$ cat config.mk
export PLATFORM = sky130hd
export DESIGN_NAME = fp_div_sqrt_iter_flat
export DESIGN_NICKNAME = d
export VERILOG_FILES = /design/src/rtl/fp_div_sqrt_iter_if.sv /design/src/rtl/fp_div_sqrt_iter.sv /design/src/flat_wrapper.sv
export SDC_FILE = /design/constraint.sdc
export NUM_CORES = 1
export LEC_CHECK = 0
export ABC_AREA = 1
export CORE_ASPECT_RATIO = 1.2
export CORE_MARGIN = 3
export CORE_UTILIZATION = 38
export DETAILED_ROUTE_END_ITERATION = 6
export SLEW_MARGIN = 0
export SYNTH_ARGS = -nofsm -noshare
export SYNTH_HDL_FRONTEND = slang
export SYNTH_SLANG_ARGS = --single-unit
$ cat constraint.sdc
create_clock -name clk -period 7.7 [get_ports clk]
set_input_delay 1.925 -clock clk [delete_from_list [all_inputs] [get_ports clk]]
set_output_delay 1.925 -clock clk [all_outputs]
set_load 0.01 [all_outputs]
$ cat src/rtl/fp_div_sqrt_iter_if.sv
// Handshake and operand/result bundle for the iterative FP divide/sqrt unit.
interface fp_div_sqrt_iter_if #(
   parameter int exp_width  = 8,
   parameter int mant_width = 24
);
   localparam int W = exp_width + mant_width;

   logic         in_valid;
   logic         in_ready;
   logic         op;
   logic [W-1:0] a;
   logic [W-1:0] b;
   logic [2:0]   round_mode;
   logic         cancel;
   logic         out_valid;
   logic         out_ready;
   logic [W-1:0] out;
   logic [4:0]   exceptions;
   logic         busy;

   modport master (
      output in_valid, op, a, b, round_mode, cancel, out_ready,
      input  in_ready, out_valid, out, exceptions, busy
   );

   modport slave (
      input  in_valid, op, a, b, round_mode, cancel, out_ready,
      output in_ready, out_valid, out, exceptions, busy
   );
endinterface

$ cat src/rtl/fp_div_sqrt_iter.sv
// Iterative IEEE-754 divide / square root, restoring recurrence with
// bits_per_cycle steps per clock, single rounding at the end, held result.
//
// state | meaning
// IDLE  | waiting for an operation
// ITER  | recurrence running, cnt counts remaining cycles down to 1
// DONE  | result registered, waiting for out_ready
module fp_div_sqrt_iter #(
   parameter int exp_width      = 8,
   parameter int mant_width     = 24,
   parameter int bits_per_cycle = 1
) (
   input logic             clk,
   input logic             rst,
   fp_div_sqrt_iter_if.slave io
);
   localparam int E    = exp_width;
   localparam int M    = mant_width;
   localparam int F    = M - 1;
   localparam int W    = E + M;
   localparam int N    = (M + 2 + bits_per_cycle - 1) / bits_per_cycle;
   localparam int NB   = N * bits_per_cycle;
   localparam int RW   = NB + 3;
   localparam int CW   = $clog2(N + 1);
   localparam int LZW  = $clog2(M);
   localparam int XW   = E + LZW + 3;
   localparam int BIAS = (1 << (E - 1)) - 1;
   localparam int EMAX = (1 << E) - 1;
   localparam logic [W-1:0] QNAN = {1'b0, {E{1'b1}}, 1'b1, {(F-1){1'b0}}};

   localparam logic [1:0] S_IDLE = 2'd0;
   localparam logic [1:0] S_ITER = 2'd1;
   localparam logic [1:0] S_DONE = 2'd2;

   function automatic logic [LZW-1:0] lzc(input logic [M-1:0] v);
      lzc = '0;
      for (int i = 0; i < M; i++)
         if (v[i]) lzc = LZW'(M - 1 - i);
   endfunction

   logic [1:0]      state;
   logic [CW-1:0]   cnt;
   logic            op_q, sign_q;
   logic [2:0]      rm_q;
   logic [XW-1:0]   exp_q;
   logic [M-1:0]    mb_q;
   logic [RW-1:0]   rem_q, rem_n, rem_sh, trial;
   logic [NB-1:0]   quot_q, quot_n;
   logic [2*NB-1:0] rad_q, rad_n;
   logic [W-1:0]    out_q, res;
   logic [4:0]      exc_q, exc_n;

   logic            sa, sb;
   logic [E-1:0]    ea, eb;
   logic [F-1:0]    fa, fb;
   logic            a_zero, a_inf, a_nan, a_snan, b_zero, b_inf, b_nan, b_snan;
   logic [M-1:0]    ma_raw, mb_raw, ma_n, mb_n;
   logic [LZW-1:0]  lz_a, lz_b;
   logic [XW-1:0]   ue_a, ue_b;

   assign {sa, ea, fa} = io.a;
   assign {sb, eb, fb} = io.b;
   assign a_zero = (ea == '0) && (fa == '0);
   assign b_zero = (eb == '0) && (fb == '0);
   assign a_inf  = (ea == '1) && (fa == '0);
   assign b_inf  = (eb == '1) && (fb == '0);
   assign a_nan  = (ea == '1) && (fa != '0);
   assign b_nan  = (eb == '1) && (fb != '0);
   assign a_snan = a_nan && !fa[F-1];
   assign b_snan = b_nan && !fb[F-1];
   // subnormals are normalised up front so the recurrence always sees a leading 1
   assign ma_raw = {ea != '0, fa};
   assign mb_raw = {eb != '0, fb};
   assign lz_a   = lzc(ma_raw);
   assign lz_b   = lzc(mb_raw);
   assign ma_n   = ma_raw << lz_a;
   assign mb_n   = mb_raw << lz_b;
   assign ue_a   = XW'(ea) + XW'(ea == '0) - XW'(BIAS) - XW'(lz_a);
   assign ue_b   = XW'(eb) + XW'(eb == '0) - XW'(BIAS) - XW'(lz_b);

   logic            accept, spec_hit, sign_init;
   logic [W-1:0]    spec_res;
   logic [4:0]      spec_exc;
   logic [XW-1:0]   exp_init;
   logic [RW-1:0]   rem_init;
   logic [2*NB-1:0] rad_init;

   always_comb begin
      spec_hit  = 1'b1;
      spec_res  = '0;
      spec_exc  = '0;
      sign_init = io.op ? sa : (sa ^ sb);
      if (!io.op) begin
         if (a_nan || b_nan) begin
            spec_res    = QNAN;
            spec_exc[4] = a_snan || b_snan;
         end else if ((a_zero && b_zero) || (a_inf && b_inf)) begin
            spec_res    = QNAN;
            spec_exc[4] = 1'b1;
         end else if (a_inf || b_zero) begin
            spec_res    = {sign_init, {E{1'b1}}, {F{1'b0}}};
            spec_exc[3] = !a_inf;
         end else if (a_zero || b_inf) begin
            spec_res    = {sign_init, {(W-1){1'b0}}};
         end else begin
            spec_hit    = 1'b0;
         end
      end else begin
         if (a_nan) begin
            spec_res    = QNAN;
            spec_exc[4] = a_snan;
         end else if (a_zero) begin
            spec_res    = io.a;
         end else if (sa) begin
            spec_res    = QNAN;
            spec_exc[4] = 1'b1;
         end else if (a_inf) begin
            spec_res    = io.a;
         end else begin
            spec_hit    = 1'b0;
         end
      end
      exp_init = io.op ? {ue_a[XW-1], ue_a[XW-1:1]} : (ue_a - ue_b);
      rem_init = io.op ? '0 : RW'(ma_n);
      // odd exponent: radicand doubled so the halved exponent stays exact
      rad_init = (io.op && ue_a[0]) ? {ma_n, 1'b0, {(2*NB-M-1){1'b0}}}
                                    : {1'b0, ma_n, {(2*NB-M-1){1'b0}}};
   end

   always_comb begin
      rem_n  = rem_q;
      quot_n = quot_q;
      rad_n  = rad_q;
      rem_sh = '0;
      trial  = '0;
      for (int i = 0; i < bits_per_cycle; i++) begin
         if (op_q) begin
            rem_sh = {rem_n[RW-3:0], rad_n[2*NB-1 -: 2]};
            trial  = {1'b0, quot_n, 2'b01};
            rad_n  = rad_n << 2;
         end else begin
            rem_sh = {rem_n[RW-2:0], 1'b0};
            trial  = RW'({mb_q, 1'b0});
         end
         if (rem_sh >= trial) begin
            rem_n  = rem_sh - trial;
            quot_n = {quot_n[NB-2:0], 1'b1};
         end else begin
            rem_n  = rem_sh;
            quot_n = {quot_n[NB-2:0], 1'b0};
         end
      end
   end

   logic [NB-1:0]  qn;
   logic [NB:0]    ext;
   logic [XW-1:0]  be, sh;
   logic [M-1:0]   mant;
   logic [W-2:0]   sum;
   logic           tiny, g, s, inexact, inc, ovf, to_inf;

   always_comb begin
      qn      = quot_n[NB-1] ? quot_n : (quot_n << 1);
      be      = exp_q + XW'(BIAS) - XW'(!quot_n[NB-1]);
      tiny    = be[XW-1] || (be == '0);
      sh      = XW'(1) - be;
      ext     = {qn, rem_n != '0};
      if (tiny)
         for (int i = 0; i <= NB; i++)
            if (XW'(i) < sh) ext = {1'b0, ext[NB:2], ext[1] | ext[0]};
      mant    = ext[NB -: M];
      g       = ext[NB-M];
      s       = |ext[NB-M-1:0];
      inexact = g | s;
      case (rm_q)
         3'd1:    begin inc = 1'b0;              to_inf = 1'b0;    end
         3'd2:    begin inc = sign_q & inexact;  to_inf = sign_q;  end
         3'd3:    begin inc = !sign_q & inexact; to_inf = !sign_q; end
         3'd4:    begin inc = g;                 to_inf = 1'b1;    end
         default: begin inc = g & (s | mant[0]); to_inf = 1'b1;    end
      endcase
      // a rounding carry out of the fraction bumps the exponent field directly
      sum = {tiny ? {E{1'b0}} : be[E-1:0], mant[F-1:0]} + (W-1)'(inc);
      ovf = (!be[XW-1] && (be >= XW'(EMAX))) || (sum[W-2 -: E] == '1);
      if (ovf) begin
         res   = to_inf ? {sign_q, {E{1'b1}}, {F{1'b0}}}
                        : {sign_q, E'(EMAX - 1), {F{1'b1}}};
         exc_n = 5'b00101;
      end else begin
         res   = {sign_q, sum};
         exc_n = {3'b000, tiny & inexact, inexact};
      end
   end

   assign io.in_ready   = !rst && !io.cancel &&
                          ((state == S_IDLE) || ((state == S_DONE) && io.out_ready));
   assign accept        = io.in_valid && io.in_ready;
   assign io.out_valid  = (state == S_DONE);
   assign io.busy       = (state != S_IDLE);
   assign io.out        = out_q;
   assign io.exceptions = exc_q;

   always_ff @(posedge clk) begin
      if (rst || io.cancel) begin
         state  <= S_IDLE;
         cnt    <= '0;
         op_q   <= 1'b0;
         sign_q <= 1'b0;
         rm_q   <= '0;
         exp_q  <= '0;
         mb_q   <= '0;
         rem_q  <= '0;
         quot_q <= '0;
         rad_q  <= '0;
         out_q  <= '0;
         exc_q  <= '0;
      end else if (accept) begin
         op_q   <= io.op;
         sign_q <= sign_init;
         rm_q   <= io.round_mode;
         exp_q  <= exp_init;
         mb_q   <= mb_n;
         rem_q  <= rem_init;
         quot_q <= '0;
         rad_q  <= rad_init;
         if (spec_hit) begin
            state <= S_DONE;
            out_q <= spec_res;
            exc_q <= spec_exc;
         end else begin
            state <= S_ITER;
            cnt   <= CW'(N);
         end
      end else if (state == S_ITER) begin
         rem_q  <= rem_n;
         quot_q <= quot_n;
         rad_q  <= rad_n;
         cnt    <= cnt - 1'b1;
         if (cnt == CW'(1)) begin
            state <= S_DONE;
            out_q <= res;
            exc_q <= exc_n;
         end
      end else if ((state == S_DONE) && io.out_ready) begin
         state <= S_IDLE;
      end
   end
endmodule

$ cat src/flat_wrapper.sv
// flat-port wrapper written by rule: the top's interface ports become plain ports
module fp_div_sqrt_iter_flat 
#(
   parameter int exp_width      = 8,
   parameter int mant_width     = 24,
   parameter int bits_per_cycle = 1
)
  (clk, rst, io_in_valid, io_op, io_a, io_b, io_round_mode, io_cancel, io_out_ready, io_in_ready, io_out_valid, io_out, io_exceptions, io_busy);
  fp_div_sqrt_iter_if #(.exp_width(exp_width), .mant_width(mant_width)) io_i ();
  input logic clk;
  input logic rst;
  input wire logic [$bits(io_i.in_valid)-1:0] io_in_valid;
  input wire logic [$bits(io_i.op)-1:0] io_op;
  input wire logic [$bits(io_i.a)-1:0] io_a;
  input wire logic [$bits(io_i.b)-1:0] io_b;
  input wire logic [$bits(io_i.round_mode)-1:0] io_round_mode;
  input wire logic [$bits(io_i.cancel)-1:0] io_cancel;
  input wire logic [$bits(io_i.out_ready)-1:0] io_out_ready;
  output wire logic [$bits(io_i.in_ready)-1:0] io_in_ready;
  output wire logic [$bits(io_i.out_valid)-1:0] io_out_valid;
  output wire logic [$bits(io_i.out)-1:0] io_out;
  output wire logic [$bits(io_i.exceptions)-1:0] io_exceptions;
  output wire logic [$bits(io_i.busy)-1:0] io_busy;
  assign io_i.in_valid = io_in_valid;
  assign io_i.op = io_op;
  assign io_i.a = io_a;
  assign io_i.b = io_b;
  assign io_i.round_mode = io_round_mode;
  assign io_i.cancel = io_cancel;
  assign io_i.out_ready = io_out_ready;
  assign io_in_ready = io_i.in_ready;
  assign io_out_valid = io_i.out_valid;
  assign io_out = io_i.out;
  assign io_exceptions = io_i.exceptions;
  assign io_busy = io_i.busy;
  fp_div_sqrt_iter #(.exp_width(exp_width), .mant_width(mant_width), .bits_per_cycle(bits_per_cycle)) u_core (.clk(clk), .rst(rst), .io(io_i));
endmodule
* Yosys cells after proc, flatten, opt, wreduce, memory -nomap -nowiden
Cells that the tools add are included.
** Operators by class
- Reduce and logical (&&, ||, !) cells :: 55
- Bitwise operators :: 34
- Div/mod/pow operators :: 0
- Add/sub/neg operators :: 13
- Multiply operators :: 0
- Shift operators :: 2
- Muxes and demuxes :: 166
- Magnitude comparators :: 29
- Eq/ne operators :: 13
** Operators by type and width (count)
- $mux 27 :: 52
- $mux 32 :: 12
- $mux 5 :: 55
- $mux 52 :: 4
- $lt 5x16->1 const A :: 11
- $lt 4x16->1 const A :: 8
- $mux 28 :: 3
- $mux 26 :: 3
- $lt 3x16->1 const A :: 4
- $mux 31 :: 2
- $mux 29 :: 2
- $mux 24 :: 2
- $shl 24x5->24 :: 2
- $logic_not 23->1 :: 2
- $reduce_bool 23->1 :: 2
- $lt 1x16->1 const A :: 2
- $lt 2x16->1 const A :: 2
- $sub 16x5->16 :: 2
- $sub 16x7->16 const B :: 2
- $add 31x1->31 :: 1
- $ge 29x28->1 :: 1
- $or 1x1->1 :: 29
- $reduce_bool 29->1 :: 1
- $sub 29x28->29 :: 1
- 37 further kinds :: 107
** Storage, ports and cells
- Latch bits :: 0
- Output and inout bits :: 40
- Word-level logic and storage cells :: 324
- Memories :: 0
- ROM bits :: 0
- Input port bits :: 73
- Flip-flop bits (word level) :: 195
- Memory bits (writable) :: 0

* Longest topological paths before layout
- Depth after elaboration :: 96
- Depth in mapped cells :: 82
- Mapped depth without buffers :: 81

* Worst setup path before layout
Ideal clock, no wire load.
- Path type :: reg2reg
- Start :: register u_core.quot_q[24]
- End :: register u_core.out_q[13] (netlist: u_core.io.out[13])
- Stages on the path, launching flop included :: 79
- Arrival :: 7645 ps
- Setup slack :: -77 ps
- Buffers on the path :: 2
- Required time :: 7567 ps
- Clock period less this slack :: 7777 ps
- Setup time :: 133 ps
- Cell sequence :: dfxtp_1 ha_1 ha_1 inv_1 fa_1 ha_1 inv_1 nor2_4 nand3_4 nor2_4 nand2_2 nor2_4 nand2_1 nand2_2 nand3_1 inv_2 nand2_4 nor2_4 [43 not listed] inv_1 a21oi_4 nand2_4 inv_2 nand3_1 nand2_1 nand2_1 nand2_1 inv_2 nand2_1 nor2_4 nand2_4 nand2_8 nand2_4 buf_12 o21ai_2 nand2_1 a21oi_2
** Between the ends
- Cells in the longest elaborated chain, start to end :: 96
- Elaborated cells on any way between the ends :: 138
- Classes of those cells :: add/sub (4); order compare (29); eq/ne (1); mux (64); bitwise (32); reduce/logical (8)
** Ends and longest elaborated chain
- from (decl) :: line fp_div_sqrt_iter.sv:48 : logic [NB-1:0] quot_q, quot_n;
- from (signal assigned) :: line fp_div_sqrt_iter.sv:236 : quot_q <= quot_n;
- parallel branches: the longest is 92 deep, another holds $sub 16x1->16
- $mux 31 (*) :: line fp_div_sqrt_iter.sv:185 : if (ovf) begin
- $mux 32 (*) :: line fp_div_sqrt_iter.sv:239 : if (cnt == CW'(1)) begin
- $mux 32 (*) :: line fp_div_sqrt_iter.sv:234 : end else if (state == S_ITER) begin
- $mux 32 (*) :: line fp_div_sqrt_iter.sv:217 : end else if (accept) begin
- to (signal assigned) :: line fp_div_sqrt_iter.sv:228 : out_q <= spec_res;
- to (signal assigned) :: line fp_div_sqrt_iter.sv:241 : out_q <= res;
- to (decl) :: line fp_div_sqrt_iter.sv:50 : logic [W-1:0] out_q, res;
Every way passes the cells marked *. The select of a mux whose other input is x is not followed.
A chain may end at the register's enable or synchronous reset.

* Worst setup path in the final report
- Start :: register u_core.quot_q[24]
- End :: register u_core.out_q[4] (netlist: u_core.io.out[4])
Same word-level chain as after synthesis.

==> summary.txt <==
Outcome -> finished with violations
Violated checks -> negative setup slack
Area growth from synthesis to layout -> 39.4%
Hold Slack -> 0.455 ns
Core Box Area -> 56,600 sq um
Clock Tree Buf Depth -> 2
Clock Skews -> 0.0107 ns
Fin cells -> 5,136
Drt drc -> 0
Vias in the first global route -> 25,600
Worst-Skew Late Latency -> 0.45 ns
Leakage -> 14.5 nW
Filler Cells Inserted -> 5,788
Final WS setup -> -0.920 ns
Kind of critical path -> reg -> reg
Minimum clock period -> 8.62 ns
HP Class -> reg -> reg
Drt first pass iters -> 6
Vias/cell -> 5.35
Final Net Count -> 4,560
First-pass GRT wire length -> 131 mm
Critical Path AT -> 9.00 ns
Crit. End Element -> flop
Synth Cell Area -> 22,000 sq um
Worst Tran Pin Value -> 1.35 ns
Crit Path Max Fanout -> 23
Die Ht -> 269 um
Dpl cells -> 5,043
Initial antenna violation count -> 1
Hpwl dp -> 65.2 mm
RSZ-0062 raised after global routing -> yes
Die Width -> 226 um
Multi-input logic area -> 18,100 sq um
GR Overflow Total -> 0
Clock sink count -> 168
Wire per inst -> 16.4 um
Storage element area -> 3370 sq um
Number of enable flip-flop cells after synthesis -> 0
Hold-fix buffers, CTS -> 0
Worst path max stage delay -> 0.61 ns
CTS buffer count -> 17
Die Footprint -> 60,800 sq um
Slack of the worst reg-to-reg path -> -0.92 ns
Top_reg_cell synth -> dfxtp_1
Synth unique cells -> 73
Sequential fraction of the synthesis area -> 0.153
Syn Nets -> 4,016
Async SR Flop Fraction -> 0
Pwr/cell area -> 118 nW/um^2
Routability Congestion -> 0.984
Initial core utilization -> 0.388
Number of port buffers -> 112
Row count -> 95
Syn avg cell area -> 5.71 sq um
Crit path top cell by count -> nand3_2
Max-cap check violation count -> 0
Tot Pwr -> 0.00362 W
Cells after Synth -> 3,851
Placed cell areas -> 27,200 sq um
# H-tree levels -> 4
Yosys warns -> 0
CP max-delay cell -> fa_2
I/O pins -> 113
CTS root buf -> clkbuf_16
Final slew viol count -> 0
Fmax -> 0.116 GHz
Final wirelength -> 84.0 mm
Critical Path RT -> 8.08 ns
Setup crit start kind -> flop
Slew Limit Headroom -> 0.0901
Final setup fails -> 33
Hold Violations, Final -> 0
Post-route cell area -> 30,600 sq um
Most frequent cells in the layout -> nand2_1, buf_4, inv_1
First DRT Iteration DRCs -> 1,964
Period Utilization, post-route -> 1.12
Worst-path clk slew -> 0.07 ns
Via count -> 27,500
GRT Resource Usage Total -> 0.263
CTS tree -> yes
Most common cell after layout, fill and taps aside -> nand2_1
#FFs+latches synth -> 168
Largest net degree at the start of global routing -> 87
Max VDD drop -> 230 uV
ANT nets after route -> 0
Share of layout cells above drive strength 1 -> 0.278
-- final cells by class --
cell class                      instances  area share
Multi-Input combinational cell       3022       0.590
Timing Repair Buffer                  677       0.186
Sequential cell                       168       0.110
Inverter                              508      0.0633
Tap cell                              727      0.0297
Clock buffer                           20      0.0149
Clock inverter                         12     0.00612
Timing Repair inverter                  1    0.000204
Antenna cell                            1   0.0000817
-- state kept, by name, summed over array words and instances, names as in the netlist --
signal	cells
u_core.rad_q	25
u_core.mb_q	24
u_core.sign_q	1
u_core.state	2
u_core.rem_q	28
u_core.rm_q	3
u_core.exp_q	16
u_core.io.exceptions	5
u_core.cnt	5
u_core.quot_q	26
u_core.op_q	1
u_core.io.out	32
-- cells in the mapped netlist (11+ instances only) --
cell	instances	area, sq um
xnor2_1	26	228
nand2_2	31	194
o221ai_1	30	263
inv_1	458	1720
nand3_2	29	290
dfxtp_1	168	3360
nand2_1	957	3590
a211oi_1	19	143
a21oi_1	164	821
o211ai_1	32	240
a21oi_2	19	166
o21ai_2	13	114
nand3_1	548	2740
o21ai_1	25	125
nor2_1	325	1220
nor2_4	21	236
a31oi_1	23	144
nor4_1	15	93.8
nand2_4	11	124
inv_2	38	143
xor2_1	40	350
clkbuf_1	91	342
buf_6	18	203
o21ai_0	357	1790
nor3_1	62	310
buf_2	13	65.1
nand4_1	55	344
ha_1	83	1040
-- layer usage --
layer  global-route usage  wire length (um)  up-vias
met5                    0                12        -
met4                0.119              3900        2
met3               0.0227              2780      176
met2                0.465             41800      653
met1                0.322             35500    12700
li1                     -                 -    14000
-- final timing paths --
check	cells after the start	to	from
setup / recovery	69	u_core.io.out[4]	u_core.quot_q[24]
hold / removal	2	u_core.mb_q[9]	u_core.mb_q[9]
setup reg to reg	69	u_core.io.out[4]	u_core.quot_q[24]
hold reg to reg	2	u_core.mb_q[9]	u_core.mb_q[9]
-- cell families after synthesis --
kind of cell             count (synthesis)  synth area share
AND/OR/NAND/NOR                       2101             0.435
AO/OA/AOI/OAI                          750             0.198
adder cells (fa/ha/maj)                 92            0.0554
XOR/XNOR                                66            0.0263
buffers and inverters                  665             0.128
flip-flops                             168             0.153
multiplexers                             9           0.00410
-- critical path, delay by kind of cell (launching register included) --
family	cells	cell delay, ns
simple gates	51	5.40
compound gates	6	0.79
flops	1	0.36
buf+inv	6	0.59
fa+ha+maj	6	1.43
-- per-stage QoR --
| stage | setup TNS (ns) | setup slack, ns | utilization |
|---|---|---|---|
| after floorplan | 0 | 0.00542 | - |
| after global placement | -25.36 | -0.770 | 0.481 |
| after detailed placement | -29.70 | -0.883 | 0.481 |
| after CTS | -16.81 | -0.540 | 0.524 |
| after global routing | -52.25 | -1.63 | 0.542 |
| final | -27.15 | -0.920 | 0.542 |
-- what timing repair did --
item                       CTS  global route
pin swaps                   59            99
resized for setup          308           196
gates cloned                 6             3
setup buffers               31            20
setup endpoints to repair   35            39
-- power by group --
group	internal [W]	total (W)	switching, W
registers	0.000888	0.000900	0.0000124
logic	0.000752	0.00176	0.00100
clock network	0.000567	0.000966	0.000399
No activity file was read; power rests on OpenSTA's default activity.
